### src/rtl/cw305_usb_bus_pkg.sv
// Shared types and helpers for the CW305 USB register-bus master.
// Holds the burst FSM encoding, the minimum phase length and cmd_len width.
package cw305_usb_bus_pkg;

    typedef enum logic [2:0] {
        ST_IDLE,
        ST_WAITD,
        ST_SETUP,
        ST_STROBE,
        ST_HOLD,
        ST_DONE
    } bus_state_t;

    localparam int MIN_TIMING = 1;

    function automatic int len_width(input int bytecnt_size);
        return bytecnt_size + 1;
    endfunction

endpackage

### src/rtl/cw305_usb_bus_master.sv
// Host-side initiator for the CW305 parallel USB register bus.
// Optional counters: define CW305_BUSMASTER_STATS_EN.
module cw305_usb_bus_master
    import cw305_usb_bus_pkg::*;
#(
    parameter int pADDR_WIDTH   = 21,
    parameter int pBYTECNT_SIZE = 7,
    parameter int pSETUP        = 1,
    parameter int pSTROBE       = 2,
    parameter int pHOLD         = 1
) (
    input  logic                                  usb_clk,
    input  logic                                  rst,
    input  logic                                  cmd_valid,
    output logic                                  cmd_ready,
    input  logic                                  cmd_write,
    input  logic [pADDR_WIDTH-1:0]                cmd_addr,
    input  logic [len_width(pBYTECNT_SIZE)-1:0]   cmd_len,
    input  logic [7:0]                            wdata,
    input  logic                                  wdata_valid,
    output logic                                  wdata_ready,
    output logic [7:0]                            rdata,
    output logic                                  rdata_valid,
    input  logic                                  rdata_ready,
    output logic                                  cmd_done,
    output logic                                  busy,
    output logic [pADDR_WIDTH-1:0]                usb_addr,
    output logic [7:0]                            usb_dout,
    output logic                                  usb_dout_en,
    input  logic [7:0]                            usb_din,
    output logic                                  usb_cen,
    output logic                                  usb_wrn,
    output logic                                  usb_rdn
`ifdef CW305_BUSMASTER_STATS_EN
    ,
    output logic [31:0]                           stat_wr_bytes,
    output logic [31:0]                           stat_rd_bytes
`endif
);

    localparam int LW = len_width(pBYTECNT_SIZE);
    localparam int CW = 16;
    localparam int BC = pBYTECNT_SIZE;

    generate
        if (pSETUP < MIN_TIMING || pSTROBE < MIN_TIMING || pHOLD < MIN_TIMING) begin : g_bad_timing
            $error("cw305_usb_bus_master: pSETUP/pSTROBE/pHOLD must be >= 1");
        end
    endgenerate

    bus_state_t      state;
    bus_state_t      next_state;
    logic [CW-1:0]   cnt;
    logic [LW-1:0]   rem;
    logic            wr_mode;
    logic            phase_end;
    logic            strobe_end;

    assign phase_end  = (cnt == '0);
    assign strobe_end = (state == ST_STROBE) && phase_end;

    function automatic logic [CW-1:0] phase_load(input bus_state_t s);
        case (s)
            ST_SETUP:  return CW'(pSETUP - 1);
            ST_STROBE: return CW'(pSTROBE - 1);
            ST_HOLD:   return CW'(pHOLD - 1);
            default:   return '0;
        endcase
    endfunction

    // State register.
    always_ff @(posedge usb_clk) begin
        if (rst) state <= ST_IDLE;
        else     state <= next_state;
    end

    // Next-state and bus strobe/handshake decode.
    always_comb begin
        next_state  = state;
        cmd_ready   = 1'b0;
        busy        = 1'b1;
        cmd_done    = 1'b0;
        wdata_ready = 1'b0;
        usb_cen     = 1'b1;
        usb_wrn     = 1'b1;
        usb_rdn     = 1'b1;
        usb_dout_en = 1'b0;
        unique case (state)
            ST_IDLE: begin
                cmd_ready = 1'b1;
                busy      = 1'b0;
                if (cmd_valid)
                    next_state = (cmd_len == '0) ? ST_DONE : ST_WAITD;
            end
            ST_WAITD: begin
                if (wr_mode) begin
                    wdata_ready = wdata_valid;
                    if (wdata_valid) next_state = ST_SETUP;
                end else if (!rdata_valid) begin
                    next_state = ST_SETUP;
                end
            end
            ST_SETUP: begin
                usb_cen     = 1'b0;
                usb_dout_en = wr_mode;
                if (phase_end) next_state = ST_STROBE;
            end
            ST_STROBE: begin
                usb_cen     = 1'b0;
                usb_dout_en = wr_mode;
                usb_wrn     = !wr_mode;
                usb_rdn     = wr_mode;
                if (phase_end) next_state = ST_HOLD;
            end
            ST_HOLD: begin
                usb_cen     = 1'b0;
                usb_dout_en = wr_mode;
                if (phase_end)
                    next_state = (rem > LW'(1)) ? ST_WAITD : ST_DONE;
            end
            ST_DONE: begin
                cmd_done   = 1'b1;
                next_state = ST_IDLE;
            end
            default: next_state = ST_IDLE;
        endcase
    end

    // Phase down-counter, reloaded whenever a new phase is entered.
    always_ff @(posedge usb_clk) begin
        if (rst)                       cnt <= '0;
        else if (next_state != state)  cnt <= phase_load(next_state);
        else if (cnt != '0)            cnt <= cnt - CW'(1);
    end

    // Command latch, address/data registers and the one-entry read buffer.
    always_ff @(posedge usb_clk) begin
        if (rst) begin
            wr_mode     <= 1'b0;
            rem         <= '0;
            usb_addr    <= '0;
            usb_dout    <= '0;
            rdata       <= '0;
            rdata_valid <= 1'b0;
        end else begin
            if (state == ST_IDLE && cmd_valid) begin
                wr_mode  <= cmd_write;
                usb_addr <= cmd_addr;
                rem      <= cmd_len;
            end
            if (state == ST_WAITD && wr_mode && wdata_valid)
                usb_dout <= wdata;
            if (state == ST_HOLD && phase_end && rem > LW'(1)) begin
                rem <= rem - LW'(1);
                usb_addr[BC-1:0] <= usb_addr[BC-1:0] + BC'(1);
            end
            if (rdata_valid && rdata_ready)
                rdata_valid <= 1'b0;
            if (strobe_end && !wr_mode) begin
                rdata       <= usb_din;
                rdata_valid <= 1'b1;
            end
        end
    end

`ifdef CW305_BUSMASTER_STATS_EN
    // Saturating per-direction byte counters, bumped at each strobe end.
    always_ff @(posedge usb_clk) begin
        if (rst) begin
            stat_wr_bytes <= '0;
            stat_rd_bytes <= '0;
        end else if (strobe_end) begin
            if (wr_mode && stat_wr_bytes != 32'hFFFF_FFFF)
                stat_wr_bytes <= stat_wr_bytes + 32'd1;
            if (!wr_mode && stat_rd_bytes != 32'hFFFF_FFFF)
                stat_rd_bytes <= stat_rd_bytes + 32'd1;
        end
    end
`else
    // Statistics counters are not built in this configuration.
`endif

endmodule

### config.mk
export PLATFORM = sky130hd
export DESIGN_NAME = cw305_usb_bus_master
export DESIGN_NICKNAME = d
export VERILOG_FILES = /design/src/rtl/cw305_usb_bus_pkg.sv /design/src/rtl/cw305_usb_bus_master.sv
export SDC_FILE = /design/constraint.sdc
export NUM_CORES = 1
export LEC_CHECK = 0
export ABC_CLOCK_PERIOD_IN_PS = 2500
export CORE_AREA = 10 10 97 99
export DETAILED_ROUTE_END_ITERATION = 6
export DIE_AREA = 0 0 107 109
export GPL_ROUTABILITY_DRIVEN = 0
export HOLD_SLACK_MARGIN = 0.15
export PLACE_DENSITY = 0.75
export SYNTH_ARGS = -nofsm -noshare
export SYNTH_HDL_FRONTEND = slang
export SYNTH_SLANG_ARGS = --single-unit
### constraint.sdc
create_clock -name usb_clk -period 2.5 [get_ports usb_clk]
set_clock_uncertainty 0.1 [all_clocks]
set_input_delay 0.25 -clock usb_clk [delete_from_list [all_inputs] [get_ports usb_clk]]
set_output_delay 0.25 -clock usb_clk [all_outputs]
set_load 0.005 [all_outputs]
---- After elaboration in Yosys (flattened, before gate mapping) ----
Index checks and enable logic that the tools add are counted.
word-level totals
  flip-flop bits (word level) ............. 66
  output and inout port bits .............. 46
  word-level logic and storage cells ...... 65
cells by class
  reductions and logical operators ........ 17
  add/sub/neg operators ................... 3
  mux-type cells .......................... 28
  $lt $le $gt $ge ......................... 1
  equality and inequality tests ........... 7
operator list
  cell                                                            number
  two-way mux 16 bit                                              2
  two-way mux 3 bit                                               9
  logical NOT 16 bit                                              1
  two-way mux 8 bit                                               2
  nonzero test 16 bit                                             1
  subtractor 16 x 1 -> 16 bit (second input constant)             1
  case mux 3 bit (5 select lines)                                 1
  two-way mux 7 bit                                               2
  two-way mux 1 bit                                               12
  equality test 3 x 2 -> 1 bit (second input constant)            3
  greater-than comparator 8 x 1 -> 1 bit (second input constant)  1
  logical AND 1 bit                                               8
  logical NOT 8 bit                                               1
  subtractor 8 x 1 -> 8 bit (second input constant)               1
  adder 7 x 1 -> 7 bit (second input constant)                    1
  equality test 3 bit (second input constant)                     2
  nonzero test 2 bit                                              3
  equality test 3 x 1 -> 1 bit (second input constant)            1
  logical NOT 3 bit                                               1
  != test 3 bit                                                   1
  OR reduction 3 bit                                              1
  logical NOT 1 bit                                               1

---- Longest topological paths before layout ----
Gate-level depths: netlist of the first run.
  depth after elaboration ................. 7
  mapped depth ............................ 10

---- Worst setup path before layout of the first run ----
No wires, ideal clock.
  kind .................................... reg2reg
  start point ............................. register cnt[6]
  end point ............................... register rem[3]
  path buffers ............................ 2
  setup slack ............................. -0.193 ns
  cell stages (with the launch flop) ...... 9
  data arrival time ....................... 2.461 ns
  setup time .............................. 0.132 ns
  path through ............................ dfxtp_1 > or4_4 > or3_1 > buf_6 > or4_4 > buf_6 > or4_1 > nand3_1 > a21oi_1
on the way
  longest elaborated chain between the ends .. 4
  elaborated cells between the ends (all ways) .. 5
ends and longest elaborated chain
  item                                                     line                         text
  from (decl)                                              cw305_usb_bus_master.sv:53   logic [CW-1:0] cnt;
  from (signal assigned)                                   cw305_usb_bus_master.sv:132  else if (next_state != state) cnt <= phase_load(next_state);
  from (signal assigned)                                   cw305_usb_bus_master.sv:133  else if (cnt != '0) cnt <= cnt - CW'(1);
  logical NOT 16 bit *                                     cw305_usb_bus_master.sv:59   assign phase_end = (cnt == '0);
  logical AND 1 bit * (2 in a row)                         cw305_usb_bus_master.sv:153  if (state == ST_HOLD && phase_end && rem > LW'(1)) begin
  two-way mux 8 bit or nonzero test 2 bit (tied branches)  --
  to (signal assigned)                                     cw305_usb_bus_master.sv:149  rem <= cmd_len;
  to (signal assigned)                                     cw305_usb_bus_master.sv:154  rem <= rem - LW'(1);
  to (decl)                                                cw305_usb_bus_master.sv:54   logic [LW-1:0] rem;
Every way passes the cells marked *; elsewhere a longest branch is shown, timed or not.
A chain may end at the register's enable or synchronous reset.

---- Worst setup path in the final report of the first run ----
  start point ............................. register cnt[9]
  end point ............................... register rem[3]
Same word-level chain as after synthesis.

==> results of run 1 <==
==> area by class of cell <==
class	count	area [µm²]	area share [%]
Sequential cell	66	1320	29.0
Timing Repair Buffer	127	1200	26.4
Inverter	11	41.3	0.905
Clock buffer	10	138	3.02
Multi-Input combinational cell	276	1660	36.5
Tap cell	102	128	2.80
Clock inverter	6	63.8	1.40
==> timing repair <==
item	4_1_cts	5_1_grt
gates cloned	0	0
buffers inserted	0	1
setup endpoints to repair	10	16
resized for setup	4	8
pin swaps	2	2
==> state kept, by name, summed over array words and instances (netlist names) <==
| register | count |
|---|---|
| state | 3 |
| rdata_valid | 1 |
| usb_dout | 8 |
| cnt | 16 |
| rdata | 8 |
| wr_mode | 1 |
| usb_addr | 21 |
| rem | 8 |
==> per-stage QoR <==
step	cells	setup TNS, ns
2_1_floorplan	376	-0.448
3_3_place_gp	581	-0.103
3_5_place_dp	581	-0.546
4_1_cts	597	0
5_1_grt	598	-0.0446
6_report	598	0
==> how the worst max path moves through the flow <==
| stage | endpoint | slack, ns |
|---|---|---|
| finish | rem[3]$_SDFFE_PP0P_ | 0.03 |
| floorplan | rem[3]$_SDFFE_PP0P_ | -0.19 |
| CTS | rem[3]$_SDFFE_PP0P_ | 0.04 |
| global placement | rem[3]$_SDFFE_PP0P_ | -0.05 |
| detailed placement | rem[7]$_SDFFE_PP0P_ | -0.13 |
| global route | rem[3]$_SDFFE_PP0P_ | -0.03 |
==> cells in the final DEF (no fill, tap or decap), types with 10 or more instances in the layout <==
cell	count
clkdlybuf4s50_1	95
dfxtp_1	64
nor2_1	56
nand2_1	45
a21oi_1	35
buf_4	29
mux2i_1	17
inv_1	11
o21ai_0	11
clkbuf_8	10
==> worst max-delay path, cell delays in order (launching register included) <==
cell	delay [ns]
dfxtp_1	0.31
or4_4	0.54
or3_4	0.38
or4_4	0.45
or4_4	0.44
nand3_2	0.07
a21oi_1	0.06
==> metal layers <==
| metal | routed length, µm | GRT usage (%) | up-vias |
|---|---|---|---|
| met5 | 0 | 0 | - |
| met4 | 87 | 5.22 | 0 |
| met3 | 549 | 4.90 | 7 |
| met2 | 4570 | 26.2 | 76 |
| met1 | 3800 | 17.4 | 1438 |
| li1 | - | - | 1549 |
==> cells by family after synthesis <==
group / share of synthesized area [%]
adders and majority gates: 1.63
AOI/OAI and AO/OA: 15.1
muxes: 5.55
xor gates and xnor gates: 3.14
and+or+nand+nor: 26.8
DFF: 43.1
buffers and inverters: 4.69
==> power groups by stage <==
| stage | Sequential [mW] | Clock [mW] | Combinational [mW] |
|---|---|---|---|
| floorplan | 1.37 | 0 | 1.36 |
| global placement | 1.37 | 0 | 2.10 |
| detailed placement | 1.37 | 0 | 2.14 |
| CTS | 1.35 | 0.923 | 2.17 |
| global route | 1.38 | 0.972 | 2.46 |
| finish | 1.36 | 0.908 | 2.22 |
==> run_results.csv, run 1 <==
group,metric,value,unit
clock_tree,root_buffer,"clkbuf_8",
finish,syn2layout_area_growth,48.7,%
timing,whs,0.203,ns
min_path,hold_class,"primary input to register",
setup_path,crit_fanout,4,
timing,finalWorstSetupSlack,0.0299,ns
clock_tree,cts_made_buffers,9,
min_path,hold_depth,2,
finish,drive_gt1_share,14.3,%
floorplan,ios,97,
power,combinationalPowerShare,49.6,%
global_route,first_global_vias,3045,
floorplan,core_area,7530,µm²
timing,max_freq,405,MHz
power,power_switching,1.69,mW
finish,n_antenna_cell,0,
synth,syn_nets,431,
synth,netlist_instances,376,
placement,portBuffers,96,
setup_path,regToRegStartpoint,"cnt[9]$_SDFFE_PP0P_",
detailed_routing,wl,9000,µm
detailed_routing,drtIter0Drc,195,
global_route,grt_util_all_layers,15.2,%
finish,nets,546,
finish,fin_area,4560,µm²
timing,setup_viol_count_final,0,
setup_path,startpoint_type,"register",
placement,detailedPlace.worstSlack,-0.128,ns
power,leakagePower,1.69,nW
clock_tree,htree_levels,3,
clock_tree,clock_latency,0.34,ns
detailed_routing,drc,0,
power,power_density,983,nW/µm²
synth,yosys_most_used_dff,"dfxtp_1",
setup_path,cp-end-kind,"register",
detailed_routing,ant_nets,0,
global_route,grt_max_degree,36,
timing,rsz0062_at_grt,"true",
power,power.total,4.49,mW
setup_path,worstPathRequired,2.61,ns
setup_path,reg2reg_to,"rem[3]$_SDFFE_PP0P_",
power,p_int,2.80,mW
clock_tree,cts.sinks,66,
setup_path,worstSetupPathType,"register to register",
setup_path,rrSetupSlack,0.03,ns
detailed_routing,vias_per_cell,5.13,
min_path,worstHoldEndpoint,"rdata[5]$_SDFFE_PP0P_",
timing,min_period,2.47,ns
clock_tree,cts_tree,"yes",
clock_tree,cts_max_path_buffers,2,
synth,yosysMostFrequentCell,"dfxtp_1",
outcome,status,"complete, no violations",
setup_path,ff2ff_path_depth,6,
timing,tightest_slew,0.480,ns
synth,synth_cell_types,50,
synth,synth_area,3070,µm²
detailed_routing,dr_total_vias,3070,
timing,min_period_over_period,98.8,%
synth,seq_area_frac_synth,43.1,%
flow_run,cap_violations,0,
global_route,grt_overflow,0,
global_route,grt_pass1_wl,14500,µm
finish,finish.utilization,60.6,%
clock_tree,clk_pin_slew,0.08,ns
synth,synth_warnings,0,
timing,relSlewSlack,67.6,%
power,pwr-share-seq,30.2,%
synth,synth-async-reset-ratio,0,%
placement,place_area,4300,µm²
synth,yosys-top-cells-count,"66 x dfxtp_1, 57 x nor2_1, 45 x nand2_1",
placement,dpl.hpwl,6700,µm
synth,synth_top_area_share,43.1,%
timing,drv_slew,0,
floorplan,die_h,109,µm
synth,ys_seq_elements,66,
timing,final_hold_viol_count,0,
synth,synth_largest_area_cell,"dfxtp_1",
setup_path,startpoint,"cnt[9]$_SDFFE_PP0P_",
clock_tree,ctsHoldBuffers,0,
min_path,min_from,"rst",
floorplan,start_util,40.8,%
finish,fillers,686,
synth,synth_edf_count,0,
power,clockPowerShare,20.2,%
floorplan,fp.dieW,107,µm
detailed_routing,routedWlPerCell,15.0,µm
detailed_routing,firstDrtPassIters,4,
synth,yosys-top-cells-area,"dfxtp_1 43%, nor2_1 7.0%, a21oi_1 5.7%, mux2i_1 5.5%, nand2_1 5.5%",
synth,syn_avg_cell_area,8.16,µm²
floorplan,rows,32,
setup_path,cp.arrival,2.58,ns
floorplan,die_area,11700,µm²
global_route,antenna_found_initial,0,
power,peakVddDrop,0.466,mV
power,netSwitchingFraction,37.6,%
No activity file was read; power rests on OpenSTA's default activity.
==> run 2: changes to the inputs <==
--- a/config.mk
+++ b/config.mk
@@ -6,6 +6,7 @@
 export NUM_CORES = 1
 export LEC_CHECK = 0
 export ABC_CLOCK_PERIOD_IN_PS = 2500
+export CAP_MARGIN = 20
 export CORE_AREA = 10 10 97 99
 export DETAILED_ROUTE_END_ITERATION = 6
 export DIE_AREA = 0 0 107 109
==> results of run 2 <==
No change in the layout: final DEF, timing and power equal those of run 1.
==> run 3: changes to the inputs <==
==> constraint.sdc (replaced) <==
create_clock -name usb_clk -period 2.5 [get_ports usb_clk]
set_clock_uncertainty 0.1 [all_clocks]
set_input_delay 0.75 -clock usb_clk [delete_from_list [all_inputs] [get_ports usb_clk]]
set_output_delay 0.75 -clock usb_clk [all_outputs]
set_load 0.005 [all_outputs]
==> run 3 against run 2 <==
Compared with the run above: non-clock buffer count increased by 9; via count increased by 3.4%; final area increased by 2.4%; core utilization increased by 1.4 points; sequential cell count unchanged; cell count increased by 1.5%; maximum frequency decreased by 1.0%; global-route usage increased by 0.61 points; first-iteration DRC count decreased by 8.7%; critical path depth unchanged; total power increased by 3.1%.
==> run_results.csv, run 3 (same netlist as run 1, synthesis figures left out) <==
group,metric,value,unit
outcome,status,"complete, no violations",
setup_path,path_common_cell,"or4_4",
timing,rsz0062_at_grt,"true",
setup_path,cp-end-kind,"register",
global_route,grt_max_degree,31,
setup_path,startpoint_type,"register",
placement,dpl.cell_count,590,
finish,largest_reg_flops,21,
finish,mostFrequentLayoutCell,"clkdlybuf4s50_1",
clock_tree,htree_levels,3,
detailed_routing,drc,0,
timing,final_hold_viol_count,0,
global_route,grt_pass1_wl,15000,µm
detailed_routing,routedWlPerCell,15.4,µm
detailed_routing,ant_nets,0,
detailed_routing,dr_total_vias,3173,
global_route,grt_util_all_layers,15.8,%
timing,min_period,2.50,ns
finish,multi_input_area,1690,µm²
setup_path,crit_chain,"or4_4 > or3_4 > or4_4 > or4_1 > nand3_1 > a21oi_1",
finish,nets,555,
floorplan,die_h,109,µm
finish,drive_gt1_share,17.4,%
finish,top_register,"usb_addr",
placement,portBuffers,96,
global_route,top_usage_layer,"met2",
detailed_routing,vias_per_cell,5.23,
finish,reg_top3,"usb_addr x21, cnt x16",
power,leakagePower,1.76,nW
global_route,antenna_found_initial,0,
detailed_routing,firstDrtPassIters,4,
clock_tree,cts_max_path_buffers,2,
timing,whs,0.359,ns
timing,max_freq,401,MHz
floorplan,die_area,11700,µm²
setup_path,cpMaxStageDelayCell,"or4_4",
flow_run,cap_violations,0,
detailed_routing,drtIter0Drc,178,
setup_path,cpPeakStageDelay,0.54,ns
finish,n_antenna_cell,0,
floorplan,start_util,40.8,%
clock_tree,cts.sinks,66,
clock_tree,cts_made_buffers,9,
timing,tightest_slew,0.424,ns
finish,stdcell_count,607,
detailed_routing,wl,9340,µm
finish,final_cell_mix,"87 x clkdlybuf4s50_1, 61 x dfxtp_1, 55 x nor2_1, 44 x nand2_1, 38 x buf_4",
timing,drv_slew,0,
global_route,grt_overflow,0,
power,peakVddDrop,0.393,mV
floorplan,fp.dieW,107,µm
setup_path,worstPathRequired,2.62,ns
setup_path,worstSetupPathType,"register to register",
clock_tree,clk_pin_slew,0.08,ns
finish,syn2layout_area_growth,52.3,%
clock_tree,ctsHoldBuffers,0,
setup_path,crit_fanout,5,
floorplan,rows,32,
finish,fillers,693,
setup_path,cp.arrival,2.62,ns
power,power.total,4.63,mW
finish,regArea,1330,µm²
global_route,met1_usage,17.6,%
floorplan,ios,97,
clock_tree,cts_tree,"yes",
placement,dpl.hpwl,6960,µm
timing,min_period_over_period,99.9,%
global_route,met2_usage,27.3,%
clock_tree,root_buffer,"clkbuf_8",
min_path,hold_class,"register to register",
clock_tree,clock_latency,0.35,ns
floorplan,core_area,7530,µm²
power,power_density,990,nW/µm²
timing,relSlewSlack,71.7,%
setup_path,path_delay_family,"simple AND/OR/NAND/NOR gates",
setup_path,worst-path-buf-inv,0,
global_route,first_global_vias,3152,
timing,setup_viol_count_final,0,
global_route,use_met3,4.37,%
## run 3: final timing paths
kind / slack (ns) / from / cells past startpoint / end
max reg2reg: 0.004 / cnt[9]$_SDFFE_PP0P_ / 6 / rem[3]$_SDFFE_PP0P_
max: 0.004 / cnt[9]$_SDFFE_PP0P_ / 6 / rem[3]$_SDFFE_PP0P_
min: 0.36 / usb_addr[7]$_SDFFE_PP0P_ / 2 / usb_addr[7]$_SDFFE_PP0P_
min reg2reg: 0.36 / usb_addr[7]$_SDFFE_PP0P_ / 2 / usb_addr[7]$_SDFFE_PP0P_
## run 3: where the power goes
| part | internal, mW | switching, mW | leakage, nW | total, mW |
|---|---|---|---|---|
| combinational | 1.11 | 1.12 | 1.11 | 2.24 |
| clock | 0.570 | 0.442 | 0.111 | 1.01 |
| sequential | 1.23 | 0.146 | 0.541 | 1.38 |
## run 3: timing repair
action	4_1_cts	5_1_grt
pin swaps	3	5
setup endpoints to repair	22	26
setup buffers	1	0
resized for setup	24	9
## run 3: worst reg2reg max path: stages (launching register included)
cell and delay [ns]:
dfxtp_1 0.32, or4_4 0.54, or3_4 0.39, or4_4 0.46, or4_1 0.42, nand3_1 0.09
a21oi_1 0.07
## run 3: per-stage QoR
stage	instance area, µm²	utilization, %	worst slack [ns]	setup TNS [ns]
2_1_floorplan	3070	-	-0.187	-0.448
3_3_place_gp	4370	58.0	-0.520	-1.21
3_5_place_dp	4370	58.0	-0.518	-1.45
4_1_cts	4630	61.5	-0.00185	-0.00185
5_1_grt	4670	62.1	-0.0483	-0.216
6_report	4670	62.1	0.00373	0
## run 3: per-layer routing
metal / up-vias / wire, µm
met1: 1496 / 3810
li1: 1574 / -
met4: 0 / 254
met2: 85 / 4760
met5: - / 0
met3: 18 / 508
## run 3: layout make-up
cell class / instances / area share [%]
inverters: 11 / 0.884
repair buffers: 136 / 27.0
clock inverters: 7 / 2.12
well taps: 102 / 2.73
flip-flops and latches: 66 / 28.5
multi-input cells: 276 / 36.1
clock buffers: 9 / 2.65
